[config.mk]
export PLATFORM = sky130hd
export DESIGN_NAME = t07_mmio_sequencer
export DESIGN_NICKNAME = d
export VERILOG_FILES = /design/src/rtl/t07_mmio_sequencer.sv
export SDC_FILE = /design/constraint.sdc
export NUM_CORES = 1
export LEC_CHECK = 0
export BUFFER_PORTS_ARGS = -buffer_cell sky130_fd_sc_hd__buf_2
export CAP_MARGIN = 30
export CORE_MARGIN = 8
export CORE_UTILIZATION = 44
export CTS_CLUSTER_DIAMETER = 100
export DETAILED_ROUTE_END_ITERATION = 16
export PLACE_DENSITY = 0.76
export RECOVER_POWER = 25
export SETUP_SLACK_MARGIN = 0.15
export SLEW_MARGIN = 15
export SYNTH_ARGS = -nofsm -noshare
export SYNTH_HDL_FRONTEND = slang
export SYNTH_SLANG_ARGS = --single-unit
[constraint.sdc]
create_clock -name clk -period 1.3 [get_ports clk]
set_input_delay 0 -clock clk [delete_from_list [all_inputs] [get_ports clk]]
set_output_delay 0 -clock clk [all_outputs]
set_load 0.01 [all_outputs]
[src/rtl/t07_mmio_sequencer.sv]
// t07_mmio_sequencer: turns one memory-handler request (write/read/fetch)
// into a single bus cycle, then reports completion to the handler with one
// falling edge on busy_o.
// Optional feature: define T07_MMIO_TIMEOUT_EN to abort a bus cycle that goes
// unacknowledged for TIMEOUT_CYCLES clocks. An aborted cycle returns DEADVAL
// as its data and sets a sticky timeout_o flag that only reset clears.
module t07_mmio_sequencer #(
  parameter int unsigned TIMEOUT_CYCLES = 64,
  parameter logic [31:0] DEADVAL        = 32'hDEADBEEF
) (
  input  logic        clk,
  input  logic        rst,
  input  logic [1:0]  rwi_i,
  input  logic [31:0] addr_i,
  input  logic [31:0] wdata_i,
  output logic        busy_o,
  output logic [31:0] rdata_o,
  output logic [31:0] instr_o,
  output logic        bus_cyc_o,
  output logic        bus_we_o,
  output logic [31:0] bus_adr_o,
  output logic [31:0] bus_dat_o,
  output logic [3:0]  bus_sel_o,
  input  logic [31:0] bus_dat_i,
  input  logic        bus_ack_i,
  output logic        timeout_o
);

  localparam logic [1:0] IDLE = 2'd0;
  localparam logic [1:0] BUS  = 2'd1;
  localparam logic [1:0] DONE = 2'd2;

  localparam logic [1:0] KIND_WRITE = 2'b01;
  localparam logic [1:0] KIND_READ  = 2'b10;
  localparam logic [1:0] KIND_FETCH = 2'b11;

`ifdef T07_MMIO_TIMEOUT_EN
  localparam bit TIMEOUT_EN = 1'b1;
`else
  localparam bit TIMEOUT_EN = 1'b0;
`endif

  // The wait counter holds BUS cycles already spent without ack. The cycle
  // in which it reaches TIMEOUT_CYCLES-1 is the last BUS cycle allowed.
  localparam int unsigned     CNT_W    = $clog2(TIMEOUT_CYCLES + 1);
  localparam logic [CNT_W-1:0] CNT_LAST = CNT_W'(TIMEOUT_CYCLES - 1);

  logic [1:0]       state_q, state_d;
  logic [31:0]      addr_q, addr_d;
  logic [31:0]      wdata_q, wdata_d;
  logic             we_q, we_d;
  logic [1:0]       kind_q, kind_d;
  logic [31:0]      rdata_q, rdata_d;
  logic [31:0]      instr_q, instr_d;
  logic [CNT_W-1:0] cnt_q, cnt_d;
  logic             timeout_q, timeout_d;

  logic        inBus;
  logic        expire;
  logic        cycleEnd;
  logic [31:0] loadVal;

  // An ack in the expiry cycle takes priority, so expiry only counts when
  // ack is absent. When the timeout feature is off, expire is constant 0 and
  // the counter has no effect on the outputs.
  assign inBus    = (state_q == BUS);
  assign expire   = TIMEOUT_EN && inBus && !bus_ack_i && (cnt_q == CNT_LAST);
  assign cycleEnd = inBus && (bus_ack_i || expire);
  assign loadVal  = bus_ack_i ? bus_dat_i : DEADVAL;

  // Next-state logic: accept a request in IDLE, wait for ack (or expiry) in
  // BUS, and spend exactly one DONE cycle before taking the next request.
  always_comb begin
    state_d   = state_q;
    addr_d    = addr_q;
    wdata_d   = wdata_q;
    we_d      = we_q;
    kind_d    = kind_q;
    rdata_d   = rdata_q;
    instr_d   = instr_q;
    cnt_d     = cnt_q;
    timeout_d = timeout_q;
    case (state_q)
      IDLE: begin
        if (rwi_i != 2'b00) begin
          addr_d  = addr_i;
          wdata_d = wdata_i;
          we_d    = (rwi_i == KIND_WRITE);
          kind_d  = rwi_i;
          cnt_d   = '0;
          state_d = BUS;
        end
      end
      BUS: begin
        if (cycleEnd) begin
          state_d = DONE;
          if (kind_q == KIND_READ) begin
            rdata_d = loadVal;
          end
          if (kind_q == KIND_FETCH) begin
            instr_d = loadVal;
          end
          if (expire) begin
            timeout_d = 1'b1;
          end
        end else begin
          cnt_d = cnt_q + CNT_W'(1);
        end
      end
      DONE: begin
        state_d = IDLE;
      end
      default: begin
        state_d = IDLE;
      end
    endcase
  end

  // State and data registers with synchronous active-high reset.
  always_ff @(posedge clk) begin
    if (rst) begin
      state_q   <= IDLE;
      addr_q    <= '0;
      wdata_q   <= '0;
      we_q      <= 1'b0;
      kind_q    <= 2'b00;
      rdata_q   <= '0;
      instr_q   <= '0;
      cnt_q     <= '0;
      timeout_q <= 1'b0;
    end else begin
      state_q   <= state_d;
      addr_q    <= addr_d;
      wdata_q   <= wdata_d;
      we_q      <= we_d;
      kind_q    <= kind_d;
      rdata_q   <= rdata_d;
      instr_q   <= instr_d;
      cnt_q     <= cnt_d;
      timeout_q <= timeout_d;
    end
  end

  // Bus outputs come only from latched values while in BUS and are zero
  // otherwise, so input changes never disturb a cycle in flight.
  assign busy_o    = inBus;
  assign bus_cyc_o = inBus;
  assign bus_we_o  = inBus && we_q;
  assign bus_adr_o = inBus ? addr_q : 32'h0;
  assign bus_dat_o = inBus ? wdata_q : 32'h0;
  assign bus_sel_o = 4'b1111;
  assign rdata_o   = rdata_q;
  assign instr_o   = instr_q;
  assign timeout_o = TIMEOUT_EN && timeout_q;

endmodule

**Yosys cells after proc, flatten, opt, wreduce, memory -nomap -nowiden**

Index checks and enable logic that the tools add are counted.

- Equal/unequal tests: 6
- Muxes and demuxes: 6
- Reduce and logical (&&, ||, !) cells: 8

Operators with widths:

| operator | count |
|---|---|
| $mux 32 | 3 |
| $reduce_and 3->1 | 2 |
| $eq 2x1->1 const B | 2 |
| $eq 2x2->1 const B | 2 |
| $mux 2 | 2 |
| $pmux 2 s2 | 1 |
| $reduce_and 2->1 | 2 |
| $logic_and 1x1->1 | 2 |
| $logic_not 2->1 | 1 |
| $ne 2x1->1 const B | 1 |
| $ne 2x2->1 const B | 1 |
| $reduce_bool 2->1 | 1 |

- Register bits after elaboration: 133
- Bits of input ports: 101
- Output and inout bits: 136
- Logic and storage cells: 27

**Depth between registers and ports, before layout**

- Depth after elaboration: 4
- Gate-level depth with buffers: 5
- Gate-level depth less buffers: 3

**Least setup slack after synthesis**

OpenSTA, ideal clock, no wires.

- Kind: reg2reg
- Start point: register state_q[0]
- End point: register rdata_q[10] (netlist: rdata_o[10])
- Setup time: 0.072 ns
- Arrival time: 1.183 ns
- Data required time: 1.228 ns
- Setup slack: 0.046 ns
- Cell stages (with the launch flop): 6
- Buffers on the path: 2
- Clock period less this slack: 1.254 ns
- Path through: dfxtp_1 -> nor2b_4 -> and4b_1 -> buf_6 -> buf_12 -> mux2i_1

- Cells in the longest elaborated chain, start to end: 3

Ends and longest elaborated chain:

| element | line | source |
|---|---|---|
| start, declared | 48 | `logic [1:0] state_q, state_d;` |
| start signal, assigned | 132 | `state_q <= state_d;` |
| $eq 2x1->1 (*) | 66, 83 |  |
| $logic_and 1x1->1 | 68 | `assign cycleEnd = inBus && (bus_ack_i \|\| expire);` |
| $reduce_and 3->1 (no source line) (*) | -- |  |
| end signal, assigned | 137 | `rdata_q <= rdata_d;` |
| end, declared | 53 | `logic [31:0] rdata_q, rdata_d;` |

Every way passes the cells marked *; elsewhere a longest branch is shown, timed or not.
A chain may end at the register's enable or synchronous reset.

**Final worst setup path**

- Start point: register state_q[1]
- End point: output port bus_dat_o[13]

- Cells in the longest elaborated chain, start to end: 2

Ends and longest elaborated chain:

| element | line | source |
|---|---|---|
| $eq 2x1->1 | 66 | `assign inBus = (state_q == BUS);` |
| $mux 32 | 150 | `assign bus_dat_o = inBus ? wdata_q : 32'h0;` |
| end, declared | 22 | `output logic [31:0] bus_dat_o,` |

No other way between the ends.

==> results.toml <==
[outcome]
status = "complete, but fails checks"
failed_checks = "setup timing"

[routing]
drc = 0
met2_length_microns = 13000
wl_met3_microns = 3040
wirelength_microns = 27400
vias = 6589
topRoutingLayerUsed = "met4"
viasPerCell = 5.59
final_antenna_net_count = 0
routedWlPerCell_microns = 23.2
first_pass_iters = 5
drtIter0Drc = 507
wl_met1_microns = 9720

[synthesis]
syn_inst = 636
async_reset_ff_frac = 0
yosysMostFrequentCell = "dfxtp_1"
netlist_area_sq_um = 5760
synth_cell_types = 25
netlist_top_cells_count = "dfxtp_1, nand2b_1, a21oi_1"
yosysTopAreaCell = "dfxtp_1"
ys_seq_area_frac = 0.463
synth_flop_cell = "dfxtp_1"
synth.area.top_cells = "dfxtp_1, mux2i_1, nand2b_1"
avgSynthCellArea_sq_um = 9.05
synth_edf_count = 0
synth_top_area_frac = 0.463
yosysWarnings = 0
synth.ff_latch_count = 133

[timing]
slew_headroom = 0.484
setup_violations = 197
whs_ns = 0.0644
setup_tns_ns = -29.69
hold_viol = 0
slew_violations = 0
clock.fmax_mhz = 634
clock_skew_ns = 0.0114
min_period_over_period = 1.21
tightest_slew_ns = 0.774
fin_ws_ns = -0.278
fin_crit_ns = 1.58
rsz0062_at_grt = "true"

[floorplanning]
coreArea_sq_um = 12700
start_util = 0.452
die_area_sq_um = 17000
die_y_microns = 130
ios = 237
rows = 41
dieWidth_microns = 130

[finish]
fillers = 628
multi_input_area_sq_um = 3610
fin_nets = 1093
drive_above_1_share = 0.496
stdcell_area_sq_um = 10700
seqCellArea_sq_um = 2670
area_growth_pct = 85.9

[global_routing]
grt_pass1_vias = 6334
overflow = 0
grt_antenna_before_repair = 2
grt_pass1_wl_microns = 34100
grtUsageTotal = 0.260
grt_max_degree = 49

[setup_path]
cp.required_ns = 1.30
critical_path_class = "reg -> out"
cp-start-kind = "flip-flop"
worstPathMaxFanout = 12
arrival_ns = 1.58
setup.worst_path.end_class = "output pin"
r2r_slack_ns = -0.27

[clock_tree]
tritoncts = "done"
clock_path_buffers = 2
insertion_delay_ns = 0.41
clkSlewWorstSetupHoldPaths_ns = 0.06
numCtsBuffers = 17
cts_root_buf = "clkbuf_16"
cts_max_level = 4
cts.sinks = 133

[power]
power.density_nw_per_um2 = 1140
ir_drop_v = 0.000804
leakage_nw = 4.71

[placement]
io_buffers = 231
finalWeightedCongestion = 0.767
placed_area_sq_um = 7170
dpl.hpwl_microns = 11400

[job]
maxCapViolCount = 0

[min_path]
hold_path_class = "in -> reg"
[path summary, 6_finish.rpt]
check,startpoint,endpoint,depth (start not counted)
setup / recovery,state_q[1],bus_dat_o[13],5
hold / removal,rst,addr_q[30],2
setup reg to reg,state_q[0],addr_q[13],8
hold reg to reg,addr_q[29],addr_q[29],2
[sequential cells by signal, summed over array words and instances, names as in the netlist]
signal   flops
addr_q      32
instr_o     32
rdata_o     32
wdata_q     32
kind_q       2
state_q      2
we_q         1
[repair_timing]
action	CTS	global route
endpoints found under the hold margin	131	0
pin swaps	40	80
gates cloned	16	6
hold buffers	98	0
buffers inserted	18	2
endpoints found under the setup margin	197	199
resized for setup	96	204
[cell usage in the layout (no fill, tap or decap), drive strengths merged]
master	n
and3b	1
clkinv	7
inv	2
clkinvlp	2
conb	5
nor2b	1
clkbuf	40
a221oi	1
dlygate4sd3	98
diode	2
dfxtp	133
o21ai	64
a21oi	67
buf	280
bufinv	3
or3b	2
nand4	1
and2	65
or2	2
and4b	1
nand3	64
nor2	2
mux2i	64
nand2	3
nand2b	97
[where the power goes]
part | switching (mW) | internal (mW)
clock network | 1.84 | 3.06
registers | 0.150 | 4.27
logic | 1.37 | 1.53
total | 3.36 | 8.86
[per-stage QoR]
stage	util	setup WS (ns)	power, mW	cells
after CTS	0.759	-0.180	11.5	1169
after floorplan	-	0.0784	5.24	639
final	0.841	-0.278	12.2	1179
after global placement	0.564	0.0620	5.74	1005
after global routing	0.841	-0.323	12.6	1179
after detailed placement	0.564	0.00818	5.75	1005
[layer usage]
| metal | vias up | GRT usage |
|---|---|---|
| li1 | 2866 | - |
| met1 | 3076 | 0.298 |
| met2 | 497 | 0.439 |
| met3 | 150 | 0.0786 |
| met4 | 0 | 0.115 |
| met5 | - | 0 |
[layout make-up]
class / instances / area share
flip-flops and latches: 133 / 0.249
inverters: 1 / 0.000351
multi-input cells: 440 / 0.337
diodes: 2 / 0.000468
well taps: 172 / 0.0201
repair buffers: 399 / 0.337
clock buffers: 19 / 0.0414
clock inverters: 13 / 0.0146
[logic make-up (layout without fill, tap and decap cells)]
| kind of cell | Yosys count | in the layout | share of synthesized area |
|---|---|---|---|
| buffers and inverters | 66 | 432 | 0.0615 |
| other | 2 | 7 | 0.00130 |
| flip-flops | 133 | 133 | 0.463 |
| AND/OR/NAND/NOR | 239 | 239 | 0.248 |
| AO/OA/AOI/OAI | 132 | 132 | 0.115 |
| multiplexers | 64 | 64 | 0.111 |
[worst max-delay path, stage by stage, from the launching register on]
cell       delay [ns]
dfxtp_4          0.36
nor2b_4          0.14
buf_12           0.16
clkbuf_16        0.18
and2_1           0.16
buf_2            0.15
Note: power is estimated with default switching activity, not from simulation.
